### config.mk
export PLATFORM = sky130hd
export DESIGN_NAME = fakeram7_dp_req_ctrl
export DESIGN_NICKNAME = d
export VERILOG_FILES = /design/src/rtl/fakeram7_dp_pkg.sv /design/src/rtl/fakeram7_dp_rsp_fifo.sv /design/src/rtl/fakeram7_dp_req_ctrl.sv
export SDC_FILE = /design/constraint.sdc
export NUM_CORES = 1
export LEC_CHECK = 0
export ABC_CLOCK_PERIOD_IN_PS = 8550
export BUFFER_PORTS_ARGS = -buffer_cell sky130_fd_sc_hd__buf_2
export CAP_MARGIN = 20
export CORE_AREA = 2 2 612 614
export DETAILED_ROUTE_END_ITERATION = 7
export DIE_AREA = 0 0 614 616
export GPL_TIMING_DRIVEN = 0
export PLACE_DENSITY_LB_ADDON = 0.05
export SLEW_MARGIN = 20
export SYNTH_ARGS = -nofsm -noshare
export SYNTH_HDL_FRONTEND = slang
export SYNTH_SLANG_ARGS = --single-unit
export TNS_END_PERCENT = 20
### constraint.sdc
create_clock -name clk -period 8.55 [get_ports clk]
set_input_delay 1.71 -clock clk [delete_from_list [all_inputs] [get_ports clk]]
set_output_delay 1.71 -clock clk [all_outputs]
set_load 0.01 [all_outputs]
### src/rtl/fakeram7_dp_pkg.sv
// Shared constants and types for the 512x128 dual-port fakeram7 request front-end.
package fakeram7_dp_pkg;

  localparam int BITS       = 128;
  localparam int WORD_DEPTH = 512;
  localparam int ADDR_WIDTH = 9;

  typedef logic [BITS-1:0] rdata_t;

  typedef struct packed {
    logic                  we;
    logic [ADDR_WIDTH-1:0] addr;
    logic [BITS-1:0]       wdata;
    logic [BITS-1:0]       wmask;
  } req_t;

endpackage

### src/rtl/fakeram7_dp_rsp_fifo.sv
// Small synchronous read-response FIFO with an occupancy count; one instance per RAM port.
module fakeram7_dp_rsp_fifo
  import fakeram7_dp_pkg::*;
#(
  parameter int DEPTH = 2,
  parameter int CW    = $clog2(DEPTH + 1)
) (
  input  logic            clk,
  input  logic            rst_n,
  input  logic            push,
  input  logic [BITS-1:0] din,
  input  logic            pop,
  output logic [BITS-1:0] dout,
  output logic [CW-1:0]   count,
  output logic            empty
);

  localparam int PW = (DEPTH > 1) ? $clog2(DEPTH) : 1;

  rdata_t        mem [DEPTH];
  logic [PW-1:0] wr_ptr;
  logic [PW-1:0] rd_ptr;

  // Pointers wrap explicitly so DEPTH need not be a power of two.
  function automatic logic [PW-1:0] next_ptr(input logic [PW-1:0] p);
    return (p == PW'(DEPTH - 1)) ? '0 : p + 1'b1;
  endfunction

  always_ff @(posedge clk or negedge rst_n) begin
    if (!rst_n) begin
      wr_ptr <= '0;
      rd_ptr <= '0;
      count  <= '0;
    end else begin
      if (push) wr_ptr <= next_ptr(wr_ptr);
      if (pop)  rd_ptr <= next_ptr(rd_ptr);
      case ({push, pop})
        2'b10:   count <= count + 1'b1;
        2'b01:   count <= count - 1'b1;
        default: ;
      endcase
    end
  end

  always_ff @(posedge clk) begin
    if (push) mem[wr_ptr] <= din;
  end

  assign dout  = mem[rd_ptr];
  assign empty = (count == '0);

endmodule

### src/rtl/fakeram7_dp_req_ctrl.sv
// Valid/ready request front-end for the dual-port fakeram7 macro with credited in-order read responses.
// Define FAKERAM7_DP_REQ_CTRL_COLL_CNT_EN to add the saturating coll_cnt output.
module fakeram7_dp_req_ctrl
  import fakeram7_dp_pkg::*;
#(
  parameter int RSP_DEPTH = 2
) (
  input  logic                  clk,
  input  logic                  rst_n,
  input  logic                  req_valid_a,
  output logic                  req_ready_a,
  input  logic                  req_we_a,
  input  logic [ADDR_WIDTH-1:0] req_addr_a,
  input  logic [BITS-1:0]       req_wdata_a,
  input  logic [BITS-1:0]       req_wmask_a,
  input  logic                  req_valid_b,
  output logic                  req_ready_b,
  input  logic                  req_we_b,
  input  logic [ADDR_WIDTH-1:0] req_addr_b,
  input  logic [BITS-1:0]       req_wdata_b,
  input  logic [BITS-1:0]       req_wmask_b,
  output logic                  rsp_valid_a,
  input  logic                  rsp_ready_a,
  output logic [BITS-1:0]       rsp_rdata_a,
  output logic                  rsp_valid_b,
  input  logic                  rsp_ready_b,
  output logic [BITS-1:0]       rsp_rdata_b,
  output logic                  ram_ce,
  output logic                  ram_we_A,
  output logic                  ram_we_B,
  output logic [ADDR_WIDTH-1:0] ram_addr_A,
  output logic [ADDR_WIDTH-1:0] ram_addr_B,
  output logic [BITS-1:0]       ram_wd_A,
  output logic [BITS-1:0]       ram_wd_B,
  output logic [BITS-1:0]       ram_wmask_A,
  output logic [BITS-1:0]       ram_wmask_B,
  input  logic [BITS-1:0]       ram_rd_A,
  input  logic [BITS-1:0]       ram_rd_B
`ifdef FAKERAM7_DP_REQ_CTRL_COLL_CNT_EN
  ,
  output logic [15:0]           coll_cnt
`endif
);

  localparam int CW  = $clog2(RSP_DEPTH + 1);
  localparam int CW1 = CW + 1;

  req_t                  req_a, req_b;
  rdata_t                head_a, head_b;
  logic                  run_q;
  logic                  inflight_a, inflight_b;
  logic [ADDR_WIDTH-1:0] hold_addr_a, hold_addr_b;
  logic [CW-1:0]         count_a, count_b;
  logic                  empty_a, empty_b;
  logic                  credit_a, credit_b;
  logic                  accept_a, accept_b;
  logic                  coll;
  logic                  push_a, push_b, pop_a, pop_b;

  assign req_a = '{we: req_we_a, addr: req_addr_a, wdata: req_wdata_a, wmask: req_wmask_a};
  assign req_b = '{we: req_we_b, addr: req_addr_b, wdata: req_wdata_b, wmask: req_wmask_b};

  // Every accepted read reserves a FIFO slot up front, so data arriving from the stall-free macro always has a home.
  assign credit_a = run_q && (({1'b0, count_a} + CW1'(inflight_a)) < CW1'(RSP_DEPTH));
  assign credit_b = run_q && (({1'b0, count_b} + CW1'(inflight_b)) < CW1'(RSP_DEPTH));

  assign accept_a    = req_valid_a & credit_a;
  assign coll        = accept_a & req_a.we & req_valid_b & req_b.we & (req_a.addr == req_b.addr);
  assign req_ready_a = credit_a;
  assign req_ready_b = credit_b & ~coll;
  assign accept_b    = req_valid_b & req_ready_b;

  assign ram_ce      = accept_a | accept_b;
  assign ram_we_A    = accept_a & req_a.we;
  assign ram_we_B    = accept_b & req_b.we;
  assign ram_addr_A  = accept_a ? req_a.addr : hold_addr_a;
  assign ram_addr_B  = accept_b ? req_b.addr : hold_addr_b;
  assign ram_wd_A    = ram_we_A ? req_a.wdata : '0;
  assign ram_wd_B    = ram_we_B ? req_b.wdata : '0;
  assign ram_wmask_A = ram_we_A ? req_a.wmask : '0;
  assign ram_wmask_B = ram_we_B ? req_b.wmask : '0;

  // run_q keeps ram_ce low until the first edge after reset release.
  always_ff @(posedge clk or negedge rst_n) begin
    if (!rst_n) begin
      run_q       <= 1'b0;
      inflight_a  <= 1'b0;
      inflight_b  <= 1'b0;
      hold_addr_a <= '0;
      hold_addr_b <= '0;
    end else begin
      run_q      <= 1'b1;
      inflight_a <= accept_a & ~req_a.we;
      inflight_b <= accept_b & ~req_b.we;
      if (accept_a) hold_addr_a <= req_a.addr;
      if (accept_b) hold_addr_b <= req_b.addr;
    end
  end

  // Fresh macro data skips the FIFO only when nothing older is queued and the consumer takes it now.
  assign push_a      = inflight_a & ~(empty_a & rsp_ready_a);
  assign push_b      = inflight_b & ~(empty_b & rsp_ready_b);
  assign pop_a       = ~empty_a & rsp_ready_a;
  assign pop_b       = ~empty_b & rsp_ready_b;
  assign rsp_valid_a = inflight_a | ~empty_a;
  assign rsp_valid_b = inflight_b | ~empty_b;
  assign rsp_rdata_a = empty_a ? ram_rd_A : head_a;
  assign rsp_rdata_b = empty_b ? ram_rd_B : head_b;

  fakeram7_dp_rsp_fifo #(.DEPTH(RSP_DEPTH), .CW(CW)) u_fifo_a (
    .clk   (clk),
    .rst_n (rst_n),
    .push  (push_a),
    .din   (ram_rd_A),
    .pop   (pop_a),
    .dout  (head_a),
    .count (count_a),
    .empty (empty_a)
  );

  fakeram7_dp_rsp_fifo #(.DEPTH(RSP_DEPTH), .CW(CW)) u_fifo_b (
    .clk   (clk),
    .rst_n (rst_n),
    .push  (push_b),
    .din   (ram_rd_B),
    .pop   (pop_b),
    .dout  (head_b),
    .count (count_b),
    .empty (empty_b)
  );

`ifdef FAKERAM7_DP_REQ_CTRL_COLL_CNT_EN
  always_ff @(posedge clk or negedge rst_n) begin
    if (!rst_n) begin
      coll_cnt <= '0;
    end else if (coll && (coll_cnt != 16'hFFFF)) begin
      coll_cnt <= coll_cnt + 16'd1;
    end
  end
`endif

endmodule

* Word-level counts from Yosys, hierarchy flattened
Memory sizes are Yosys's and may differ from the RTL's.
Index checks and enable logic that the tools add are counted.
** Storage, ports and cells
- Flip-flop bits (word level) :: 29
- Memory bits (writable) :: 512
- Input port bits :: 794
- Output and inout bits :: 793
- Word-level logic and storage cells :: 80
- Memories kept :: 2
** Memory list
- u_fifo_a.mem :: words 2, bits a word 128, read ports 1, clocked after memory_dff 0, wr ports 1, RTL line fakeram7_dp_rsp_fifo.sv:20 : rdata_t mem [DEPTH];
- u_fifo_b.mem :: words 2, bits a word 128, read ports 1, clocked after memory_dff 0, wr ports 1, RTL line fakeram7_dp_rsp_fifo.sv:20
** Operators by class
- Add/subtract/negate cells :: 10
- Order comparisons :: 2
- Equality and inequality tests :: 5
- Multiplexer cells :: 18
- Bitwise operators :: 26
- Reduce and logical (&&, ||, !) cells :: 6
** Operators with widths (number)
- 2-to-1 mux 128 bit :: 6
- 2-to-1 mux 9 bit :: 2
- AND 1 bit :: 16
- equality test 9 bit :: 1
- 2-to-1 mux 1 bit :: 8
- one-hot mux 2 bit (2 select lines) :: 2
- inverter 1 bit :: 7
- adder 2 x 1 -> 3 bit :: 2
- < comparator 3 x 2 -> 1 bit, second input constant :: 2
- adder 1 bit, second input constant :: 4
- adder 2 x 1 -> 2 bit, second input constant :: 2
- equality test 2 x 1 -> 1 bit, second input constant :: 2
- equality test 2 bit, second input constant :: 2
- logical NOT 2 bit :: 2
- nonzero test 2 bit :: 2
- subtractor 2 x 1 -> 2 bit, second input constant :: 2
- bitwise OR 1 bit :: 3
- logical AND 1 bit :: 2

* Logic depth before layout (Yosys ltp)
Gate-level depths: netlist of run 1.
- Depth after elaboration :: 13
- Gate-level depth with buffers :: 10
- Depth with buffers taken out :: 7

* By module
From an unflattened synthesis of run 1, not the netlist that was laid out.
** Second synthesis, totals
- Cells, all modules :: 1754
- Area, all modules :: 26324.0 um^2
** By module, submodules not included
- fakeram7_dp_rsp_fifo :: times used 2, cells an instance 413, area each 9457.8 um^2, sequential area each 7787.5 um^2
- fakeram7_dp_req_ctrl :: times used 1, cells an instance 928, area each 7408.4 um^2, sequential area each 525.5 um^2

* Worst setup path after synthesis of run 1
Ideal clock, no wire load.
- Path type :: input -> register
- Start :: input rsp_ready_a
- End :: memory u_fifo_a.mem[0][0] in the netlist's numbering (enable)
- Library setup time :: 0.617 ns
- Data arrival time :: 7.196 ns
- Data required time :: 7.933 ns
- Setup slack :: 0.738 ns
- Cell stages on the path :: 3
- Buffers on the path :: 0
- Cells stage by stage :: nand2_1 nand2_1 nor2_1
** Between the ends
- Longest elaborated chain between the ends :: 5
** RTL lines
- start, declared :: RTL line fakeram7_dp_req_ctrl.sv:23 : input logic rsp_ready_a,
- AND 1 bit :: RTL line fakeram7_dp_req_ctrl.sv:101 : assign push_a = inflight_a & ~(empty_a & rsp_ready_a);
- inverter 1 bit :: RTL line fakeram7_dp_req_ctrl.sv:101
- AND 1 bit :: RTL line fakeram7_dp_req_ctrl.sv:101
- 2-to-1 mux 1 bit :: RTL line fakeram7_dp_rsp_fifo.sv:46 : if (push) mem[wr_ptr] <= din;
- 2-to-1 mux 1 bit (implied by the code) :: RTL line fakeram7_dp_rsp_fifo.sv:46
- end, declared :: RTL line fakeram7_dp_rsp_fifo.sv:20
Every way passes these cells.

* Worst setup path after layout of run 1
- Start :: input req_valid_a
- End :: output ram_wmask_A[23]
** Between the ends
- Longest elaborated chain between the ends :: 3
** RTL lines
- start, declared :: RTL line fakeram7_dp_req_ctrl.sv:10 : input logic req_valid_a,
- AND 1 bit :: RTL line fakeram7_dp_req_ctrl.sv:67 : assign accept_a = req_valid_a & credit_a;
- AND 1 bit :: RTL line fakeram7_dp_req_ctrl.sv:74 : assign ram_we_A = accept_a & req_a.we;
- 2-to-1 mux 128 bit :: RTL line fakeram7_dp_req_ctrl.sv:80 : assign ram_wmask_A = ram_we_A ? req_a.wmask : '0;
- end, declared :: RTL line fakeram7_dp_req_ctrl.sv:35 : output logic [BITS-1:0] ram_wmask_A,
Every way passes these cells.

==> results of run 1 <==
[metrics by stage]
| step | util (%) | TNS, ns | cell area [µm²] | cells | total power [mW] |
|---|---|---|---|---|---|
| 6_report | 11.6 | 0 | 42900 | 8825 | 12.0 |
| 5_1_grt | 11.5 | 0 | 42900 | 8797 | 12.8 |
| 4_1_cts | 11.5 | 0 | 42800 | 8785 | 12.6 |
| 3_5_place_dp | 10.8 | 0 | 40100 | 8626 | 8.90 |
| 3_3_place_gp | 10.6 | -1980.15 | 39500 | 8599 | 8.93 |
| 2_1_floorplan | - | 0 | 25300 | 2041 | 5.40 |
[power breakdown]
group / internal, mW / switching (mW) / leakage, nW / total, mW
Clock: 2.09 / 1.42 / 1.34 / 3.51
Combinational: 1.59 / 3.72 / 11.6 / 5.31
Sequential: 3.11 / 0.0584 / 4.97 / 3.17
[per-layer routing]
layer | global-route usage (%) | up-vias
li1 | - | 10659
met1 | 14.6 | 11755
met2 | 25.7 | 1390
met3 | 3.88 | 608
met4 | 2.99 | 54
met5 | 0 | -
[area by class of cell]
cell class / count / area, µm² / area share (%)
Timing Repair Buffer: 1613 / 8550 / 19.9
Sequential cell: 541 / 16100 / 37.5
Buffer: 145 / 599 / 1.40
Clock buffer: 120 / 2460 / 5.72
Clock inverter: 39 / 268 / 0.623
Tap cell: 4972 / 6220 / 14.5
Multi-Input combinational cell: 1354 / 8650 / 20.2
Antenna cell: 40 / 100 / 0.233
Inverter: 1 / 3.75 / 0.00874
[sequential cells by signal, indices dropped and copies added (netlist names)]
register         cells
u_fifo_a.mem       256
u_fifo_b.mem       256
hold_addr_a          9
hold_addr_b          9
u_fifo_a.count       2
u_fifo_b.count       2
inflight_a           1
inflight_b           1
run_q                1
u_fifo_a.rd_ptr      1
u_fifo_a.wr_ptr      1
u_fifo_b.rd_ptr      1
u_fifo_b.wr_ptr      1
[cell usage in the layout (no fill, tap or decap), types with 3 or more instances in the layout]
master / instances
sky130_fd_sc_hd__mux2i_1: 256
sky130_fd_sc_hd__clkbuf_1: 128
sky130_fd_sc_hd__nor2_1: 5
sky130_fd_sc_hd__mux2_2: 9
sky130_fd_sc_hd__clkinv_1: 19
sky130_fd_sc_hd__buf_2: 1621
sky130_fd_sc_hd__dfrtp_1: 29
sky130_fd_sc_hd__nand2_1: 262
sky130_fd_sc_hd__bufinv_16: 3
sky130_fd_sc_hd__diode_2: 40
sky130_fd_sc_hd__clkbuf_16: 92
sky130_fd_sc_hd__xnor2_1: 6
sky130_fd_sc_hd__clkinv_2: 13
sky130_fd_sc_hd__clkbuf_8: 5
sky130_fd_sc_hd__buf_4: 3
sky130_fd_sc_hd__and2_1: 515
sky130_fd_sc_hd__o21ai_0: 256
sky130_fd_sc_hd__or2_2: 3
sky130_fd_sc_hd__xor2_1: 13
sky130_fd_sc_hd__buf_16: 12
sky130_fd_sc_hd__buf_12: 13
sky130_fd_sc_hd__edfxtp_1: 512
sky130_fd_sc_hd__mux2_1: 9
[cell families after synthesis]
family	after synthesis	share of synthesized area (%)
buffers and inverters	146	2.37
flip-flops	541	63.6
other	1	0.0148
adder cells (fa/ha/maj)	2	0.0988
AO/OA/AOI/OAI	259	5.23
XOR/XNOR	19	0.657
multiplexers	274	10.9
AND/OR/NAND/NOR	799	17.1
[worst paths after layout]
check                                  endpoint  cells past startpoint
setup reg to reg           u_fifo_b.mem[1][106]                      8
hold / removal                   hold_addr_b[6]                      1
hold reg to reg                  hold_addr_b[6]                      1
min in group asynchronous       u_fifo_b.rd_ptr                      1
max in group asynchronous        hold_addr_b[8]                      1
setup / recovery                ram_wmask_A[23]                      8
==> impl_results.html, run 1 <==
<table>
<tr><th>Metric</th><th>Value</th></tr>
<tr><th colspan="2">Routing</th></tr>
<tr><td>Average detailed-routed wire length per instance</td><td>about 30 µm</td></tr>
<tr><td>Met3 Wirelength</td><td>just under 20,000 µm</td></tr>
<tr><td>Antenna viol nets, final</td><td>0</td></tr>
<tr><td>Overall via count from detail_route</td><td>~24,000</td></tr>
<tr><td>Detailed route wirelength on metal2</td><td>141,000 µm</td></tr>
<tr><td>DRC violation count after routing</td><td>0</td></tr>
<tr><td>Number of search-and-repair iterations in the first detailed-routing pass</td><td>5</td></tr>
<tr><td>First-iteration detailed-routing DRC count</td><td>roughly 1,200</td></tr>
<tr><td>Wirelength, routed</td><td>approximately 270,000 µm</td></tr>
<tr><td>Highest layer used for signal routing</td><td>met5</td></tr>
<tr><td>Post-Route M1 WL</td><td>97,900 µm</td></tr>
<tr><td>Average via count per standard cell</td><td>between 2 and 3</td></tr>
<tr><th colspan="2">Floorplan</th></tr>
<tr><td>Core outline area</td><td>about 0.37 mm²</td></tr>
<tr><td>Starting density of the core</td><td>6.82%</td></tr>
<tr><td>Overall die height</td><td>616 µm</td></tr>
<tr><td>Chip width</td><td>614 µm</td></tr>
<tr><td>Area of the die</td><td>between 0.3 and 0.4 mm²</td></tr>
<tr><td>Io pins</td><td>roughly 1,600</td></tr>
<tr><td># rows</td><td>between 200 and 250</td></tr>
<tr><th colspan="2">Logic synthesis</th></tr>
<tr><td>Post-synth EDFFs</td><td>512</td></tr>
<tr><td>Top-count cell post-synth</td><td>sky130_fd_sc_hd__and2_1</td></tr>
<tr><td>Most frequently used flop master after synthesis</td><td>sky130_fd_sc_hd__edfxtp_1</td></tr>
<tr><td>Average instance area after synthesis</td><td>about 12 µm²</td></tr>
<tr><td>Synthesized Nets</td><td>about 2,800</td></tr>
<tr><td>Top cells by area in the synthesized netlist</td><td>sky130_fd_sc_hd__edfxtp_1 61%, sky130_fd_sc_hd__and2_1 13%, sky130_fd_sc_hd__mux2i_1 10%</td></tr>
<tr><td>Most area-hungry cell type in the Yosys netlist</td><td>sky130_fd_sc_hd__edfxtp_1</td></tr>
<tr><td>Post-synthesis cell type count</td><td>30</td></tr>
<tr><td>Netlist Area Pre-Place</td><td>0.0253 mm²</td></tr>
<tr><td>Most instantiated cells after synthesis</td><td>515 x sky130_fd_sc_hd__and2_1, 512 x sky130_fd_sc_hd__edfxtp_1, 262 x sky130_fd_sc_hd__nand2_1, 256 x sky130_fd_sc_hd__mux2i_1, 256 x sky130_fd_sc_hd__o21ai_0</td></tr>
<tr><td>Number of storage elements in the synthesis netlist</td><td>around 540</td></tr>
<tr><td>Sequential-to-total area share from yosys stat</td><td>63.6%</td></tr>
<tr><td>Yosys warning total</td><td>0</td></tr>
<tr><td>Area share of the largest cell type after synthesis</td><td>60.7%</td></tr>
<tr><td>Synth async-reset ratio</td><td>under 10%</td></tr>
<tr><td>Gate count after technology mapping</td><td>between 2,000 and 2,500</td></tr>
<tr><th colspan="2">Clock network</th></tr>
<tr><td>Number of setup buffers added after CTS</td><td>0</td></tr>
<tr><td>Clock latency reported for the late side of the worst-skew pair</td><td>0.78 ns</td></tr>
<tr><td>Hold-fix buffers at CTS</td><td>0</td></tr>
<tr><td>Number of buffers on the longest clock path</td><td>4</td></tr>
<tr><td>Number of buffers added by the clock tree synthesis step</td><td>91</td></tr>
<tr><td>Clock tree from TritonCTS</td><td>yes</td></tr>
<tr><td>Post-CTS Resized</td><td>0</td></tr>
<tr><td>Clock transition at the registers of the reported paths</td><td>0.06 ns</td></tr>
<tr><td>Clock Sink Count</td><td>~540</td></tr>
<tr><td>Root buffer cell</td><td>sky130_fd_sc_hd__clkbuf_16</td></tr>
<tr><td>Number of H-tree levels</td><td>3</td></tr>
<tr><th colspan="2">Critical path</th></tr>
<tr><td>FF-to-FF Start</td><td>u_fifo_b.count[0]</td></tr>
<tr><td>Launching element of the worst setup path</td><td>req_valid_a</td></tr>
<tr><td>Critical Path Source Type</td><td>input port</td></tr>
<tr><td>Data required time of the critical path</td><td>around 6.8 ns</td></tr>
<tr><td>Crit path max fanout</td><td>10</td></tr>
<tr><td>Crit path capture type</td><td>output port</td></tr>
<tr><td>Ordered list of cells on the worst path</td><td>buf_2 &gt; nand2_1 &gt; a2111oi_4 &gt; buf_4 &gt; clkbuf_1 &gt; clkbuf_1 &gt; and2_1 &gt; buf_2</td></tr>
<tr><td>Class of the most critical setup path</td><td>in -&gt; out</td></tr>
<tr><td>Max incr delay on CP</td><td>between 0.7 and 0.8 ns</td></tr>
<tr><td>Kind of cell adding the most delay to the critical path</td><td>buffers and inverters</td></tr>
<tr><td>Critical path buffer and inverter count</td><td>5</td></tr>
<tr><td>Arr. time, crit path</td><td>approximately 4.5 ns</td></tr>
<tr><td>Setup slack on the worst flop-to-flop path</td><td>between 5 and 6 ns</td></tr>
<tr><td>Critical path's slowest cell</td><td>sky130_fd_sc_hd__clkbuf_1</td></tr>
<tr><th colspan="2">Timing</th></tr>
<tr><td>Max-slew violation total from the final report</td><td>0</td></tr>
<tr><td>Final clock period utilization by the worst path</td><td>72.3%</td></tr>
<tr><td>Maximum clock rate</td><td>162 MHz</td></tr>
<tr><td>Number of endpoints failing setup at the final stage</td><td>0</td></tr>
<tr><td>Worst slew pin tran</td><td>approximately 1.0 ns</td></tr>
<tr><td>Unrepaired setup endpoints after global routing</td><td>no</td></tr>
<tr><td>Maximum clock skew at final layout</td><td>roughly 0.06 ns</td></tr>
<tr><td>Relative slew margins</td><td>30.9%</td></tr>
<tr><td>Final period demand of the worst path</td><td>around 6.2 ns</td></tr>
<tr><td>Final count of hold timing violations</td><td>0</td></tr>
<tr><td>Worst Hold Margin</td><td>approximately 0.48 ns</td></tr>
<tr><td>Worst path setup slack after routing</td><td>between 2 and 2.5 ns</td></tr>
<tr><th colspan="2">GRT</th></tr>
<tr><td>Initial antenna violation count</td><td>~310</td></tr>
<tr><td>Wire length of the first global-routing pass</td><td>325,000 µm</td></tr>
<tr><td>GR Util All Layers</td><td>between 10% and 20%</td></tr>
<tr><td>Number of global-route vias before repair</td><td>about 25,000</td></tr>
<tr><td>Pin count of the biggest net entering global routing</td><td>37</td></tr>
<tr><td>Aggregate global routing overflow</td><td>0</td></tr>
<tr><th colspan="2">Cells and area</th></tr>
<tr><td>Net count of the finished layout</td><td>4,543</td></tr>
<tr><td>Area growth from synthesis to final layout</td><td>69.6%</td></tr>
<tr><td>Fillcell total</td><td>~43,000</td></tr>
<tr><td>Layout cell share with drive strength beyond 1</td><td>46.9%</td></tr>
<tr><th colspan="2">Hold path</th></tr>
<tr><td>Hold WC Path Type</td><td>reg -&gt; reg</td></tr>
<tr><td>Start point of the worst hold path</td><td>hold_addr_b[6]</td></tr>
<tr><th colspan="2">Power</th></tr>
<tr><td>Cell area power density</td><td>between 200 and 300 mW/mm²</td></tr>
<tr><td>Leak Pwr</td><td>approximately 18 nW</td></tr>
<tr><td>Peak supply drop</td><td>around 130 µV</td></tr>
<tr><th colspan="2">Placement</th></tr>
<tr><td>Setup Slack @ Placement</td><td>around 2.1 ns</td></tr>
<tr><td>Buffers on Ports</td><td>between 1,500 and 2,000</td></tr>
<tr><td>HPWL after detailed placement</td><td>around 230,000 µm</td></tr>
<tr><td>Gp weighted congestion</td><td>around 0.9</td></tr>
<tr><th colspan="2">Status</th></tr>
<tr><td>Run status</td><td>complete, no violations</td></tr>
<tr><th colspan="2">Flow run</th></tr>
<tr><td>MaxCap Viol Count</td><td>0</td></tr>
</table>
(Power assumes the default switching activity.)
==> inputs of run 2 (changes only) <==
Settings changed: ABC_CLOCK_PERIOD_IN_PS 8550 to 5870.
Clock period 8.55 ns to 5.87 ns, I/O delays scaled along.
==> impl_results.html, run 2 (synthesized netlist as in run 1, its figures left out) <==
<table>
<tr><th>Metric</th><th>Value</th></tr>
<tr><th colspan="2">Critical path</th></tr>
<tr><td>Data required time of the critical path</td><td>4.70 ns (was 6.84 ns)</td></tr>
<tr><td>Class of the most critical setup path</td><td>reg -&gt; out (was in -&gt; out)</td></tr>
<tr><td>Crit path max fanout</td><td>11 (was 10)</td></tr>
<tr><td>Dominant cell type by count on the critical path</td><td>sky130_fd_sc_hd__buf_2</td></tr>
<tr><td>Crit path capture type</td><td>output port (unchanged)</td></tr>
<tr><td>Critical Path Source Type</td><td>flop (was input port)</td></tr>
<tr><td>Max incr delay on CP</td><td>0.61 ns (was 0.79 ns)</td></tr>
<tr><td>Arr. time, crit path</td><td>4.22 ns (was 4.47 ns)</td></tr>
<tr><td>Critical path's slowest cell</td><td>sky130_fd_sc_hd__clkbuf_1 (unchanged)</td></tr>
<tr><td>Ordered list of cells on the worst path</td><td>nor2_2 &gt; buf_2 &gt; clkbuf_2 &gt; clkbuf_1 &gt; nand2_1 &gt; o21ai_0 &gt; buf_2 (was buf_2 &gt; nand2_1 &gt; a2111oi_4 &gt; buf_4 &gt; clkbuf_1 &gt; clkbuf_1 &gt; and2_1 &gt; buf_2)</td></tr>
<tr><th colspan="2">GRT</th></tr>
<tr><td>GR Util met2</td><td>24.4% (was 25.7%)</td></tr>
<tr><td>Met1 track utilization from global routing</td><td>13.7% (was 14.6%)</td></tr>
<tr><td>Wire length of the first global-routing pass</td><td>310,000 µm (was 325,000 µm)</td></tr>
<tr><td>Pin count of the biggest net entering global routing</td><td>36 (was 37)</td></tr>
<tr><td>GRT Max-Usage Layer</td><td>met2 (unchanged)</td></tr>
<tr><td>Initial antenna violation count</td><td>291 (was 311)</td></tr>
<tr><td>GR Util All Layers</td><td>12.8% (was 13.6%)</td></tr>
<tr><td>Aggregate global routing overflow</td><td>0 (unchanged)</td></tr>
<tr><td>Number of global-route vias before repair</td><td>24,473 (was 25,001)</td></tr>
<tr><td>Met3 demand-to-capacity share in global routing</td><td>3.93% (was 3.88%)</td></tr>
<tr><th colspan="2">Timing</th></tr>
<tr><td>Post-Route Setup TNS</td><td>0 ns (unchanged)</td></tr>
<tr><td>Max-slew violation total from the final report</td><td>0 (unchanged)</td></tr>
<tr><td>Number of endpoints failing setup at the final stage</td><td>0 (unchanged)</td></tr>
<tr><td>Final period demand of the worst path</td><td>around 5.4 ns</td></tr>
<tr><td>Final count of hold timing violations</td><td>0 (unchanged)</td></tr>
<tr><td>Unrepaired setup endpoints after global routing</td><td>no (unchanged)</td></tr>
<tr><td>Final clock period utilization by the worst path</td><td>just over 90%</td></tr>
<tr><td>Maximum clock skew at final layout</td><td>0.0889 ns (was 0.0606 ns)</td></tr>
<tr><td>Worst slew pin tran</td><td>1.03 ns (was 1.04 ns)</td></tr>
<tr><td>Relative slew margins</td><td>30.6% (was 30.9%)</td></tr>
<tr><td>Maximum clock rate</td><td>185 MHz</td></tr>
<tr><th colspan="2">Cells and area</th></tr>
<tr><td>Registers with the most flip-flops</td><td>u_fifo_a.mem (256), u_fifo_b.mem (256) (unchanged)</td></tr>
<tr><td>Commonest non-fill, non-tap cells in the layout</td><td>1,621 x sky130_fd_sc_hd__buf_2, 515 x sky130_fd_sc_hd__and2_1, 512 x sky130_fd_sc_hd__edfxtp_1, 262 x sky130_fd_sc_hd__nand2_1, 256 x sky130_fd_sc_hd__mux2i_1 (was 1,621 x sky130_fd_sc_hd__buf_2, 515 x sky130_fd_sc_hd__and2_1, 512 x sky130_fd_sc_hd__edfxtp_1, 262 x sky130_fd_sc_hd__nand2_1)</td></tr>
<tr><td>Final Util</td><td>11.6% (about the same)</td></tr>
<tr><td>Area growth from synthesis to final layout</td><td>69.8% (was 69.6%)</td></tr>
<tr><td>Layout cell share with drive strength beyond 1</td><td>46.9% (about the same)</td></tr>
<tr><td>Net count of the finished layout</td><td>4,546 (was 4,543)</td></tr>
<tr><td>Commonest non-fill, non-tap cell in the layout</td><td>sky130_fd_sc_hd__buf_2 (unchanged)</td></tr>
<tr><th colspan="2">Power</th></tr>
<tr><td>Peak supply drop</td><td>210 µV (was 129 µV)</td></tr>
<tr><td>Cell area power density</td><td>402 mW/mm² (was 279 mW/mm²)</td></tr>
<tr><td>Leak Pwr</td><td>17.9 nW (about the same)</td></tr>
<tr><th colspan="2">Clock network</th></tr>
<tr><td>Number of buffers added by the clock tree synthesis step</td><td>92 (was 91)</td></tr>
<tr><td>Number of buffers on the longest clock path</td><td>4 (unchanged)</td></tr>
<tr><td>Clock transition at the registers of the reported paths</td><td>0.06 ns (about the same)</td></tr>
<tr><td>Clock latency reported for the late side of the worst-skew pair</td><td>0.81 ns (was 0.78 ns)</td></tr>
<tr><td>Number of H-tree levels</td><td>3 (unchanged)</td></tr>
<tr><td>Root buffer cell</td><td>sky130_fd_sc_hd__clkbuf_16 (unchanged)</td></tr>
<tr><td>Clock Sink Count</td><td>541 (unchanged)</td></tr>
<tr><td>Number of setup buffers added after CTS</td><td>0 (unchanged)</td></tr>
<tr><td>Clock tree from TritonCTS</td><td>yes (unchanged)</td></tr>
<tr><th colspan="2">Routing</th></tr>
<tr><td>Overall via count from detail_route</td><td>24,209 (was 24,466)</td></tr>
<tr><td>Average via count per standard cell</td><td>2.75 (was 2.77)</td></tr>
<tr><td>Number of search-and-repair iterations in the first detailed-routing pass</td><td>5 (unchanged)</td></tr>
<tr><td>Wirelength, routed</td><td>252,000 µm (was 266,000 µm)</td></tr>
<tr><td>DRC violation count after routing</td><td>0 (unchanged)</td></tr>
<tr><td>Antenna viol nets, final</td><td>0 (unchanged)</td></tr>
<tr><td>Average detailed-routed wire length per instance</td><td>28.6 µm (was 30.2 µm)</td></tr>
<tr><td>First-iteration detailed-routing DRC count</td><td>1,090 (was 1,206)</td></tr>
<tr><th colspan="2">Floorplan</th></tr>
<tr><td>Chip width</td><td>614 µm (unchanged)</td></tr>
<tr><td>Io pins</td><td>1,587 (unchanged)</td></tr>
<tr><td>Area of the die</td><td>0.378 mm² (unchanged)</td></tr>
<tr><td>Starting density of the core</td><td>6.82% (unchanged)</td></tr>
<tr><td># rows</td><td>224 (unchanged)</td></tr>
<tr><td>Overall die height</td><td>616 µm (unchanged)</td></tr>
<tr><td>Core outline area</td><td>0.371 mm² (unchanged)</td></tr>
<tr><th colspan="2">Hold path</th></tr>
<tr><td>Hold WC Path Type</td><td>in -&gt; async (was reg -&gt; reg)</td></tr>
<tr><th colspan="2">Placement</th></tr>
<tr><td>HPWL after detailed placement</td><td>220,000 µm (was 234,000 µm)</td></tr>
<tr><td>Gp weighted congestion</td><td>0.890 (was 0.903)</td></tr>
<tr><td>Buffers on Ports</td><td>1,586 (unchanged)</td></tr>
<tr><th colspan="2">Flow run</th></tr>
<tr><td>MaxCap Viol Count</td><td>0 (unchanged)</td></tr>
<tr><th colspan="2">Status</th></tr>
<tr><td>Run status</td><td>complete, no violations (unchanged)</td></tr>
</table>
==> run 2: metrics by stage <==
stage	area [µm²]	cells	hold slack, ns	setup slack (ns)	power, mW
global placement	39500	8599	0.465	-9.74	12.9
floorplan	25300	2041	0.461	-1.40	7.87
global route	42900	8799	0.310	0.116	18.4
finish	43000	8818	0.325	0.478	17.3
detailed placement	40200	8628	0.466	0.516	12.8
CTS	42900	8787	0.285	0.0946	18.2
==> run 2: what timing repair did <==
action,4_1_cts,5_1_grt
setup endpoints to repair,1,0
hold buffers,0,0
resized for setup,1,0
==> run 2: power breakdown <==
group	switching, mW	internal [mW]
logic	5.29	2.30
registers	0.0861	4.53
clock network	2.09	2.98
total	7.47	9.81
==> run 2: routing by layer <==
layer,part of all wire (%),routed length [µm]
met1,37,93200
met2,53,134000
met3,7.2,18300
met4,2.7,6770
met5,0.14,364
==> run 2: final cells by class <==
class,instances,area [µm²]
sequential,541,16100
antenna,31,77.6
fill,42714,328000
timing repair buffer,1615,8630
inverter,1,3.75
buffer,145,599
tap,4972,6220
clock buffer,125,2490
multi-input combinational,1354,8660
clock inverter,34,221
==> run 2: worst paths after layout <==
path	from	endpoint	slack, ns	depth (start not counted)
setup / recovery	u_fifo_b.count[0]	rsp_rdata_b[59]	0.48	7
hold / removal	rst_n	u_fifo_b.rd_ptr	0.32	1
setup reg to reg	u_fifo_b.count[0]	u_fifo_b.mem[0][99]	2.39	10
hold reg to reg	hold_addr_b[0]	hold_addr_b[0]	0.48	1
max in group asynchronous	rst_n	u_fifo_a.wr_ptr	4.98	1
min in group clk	hold_addr_b[0]	hold_addr_b[0]	0.48	1
==> run 2: worst max-delay path: cells and delay by family, from the launching register on <==
kind / cells / cell delay [ns]
simple gates: 2 / 0.61
compound gates: 1 / 0.41
flops: 1 / 0.46
buf+inv: 4 / 1.89
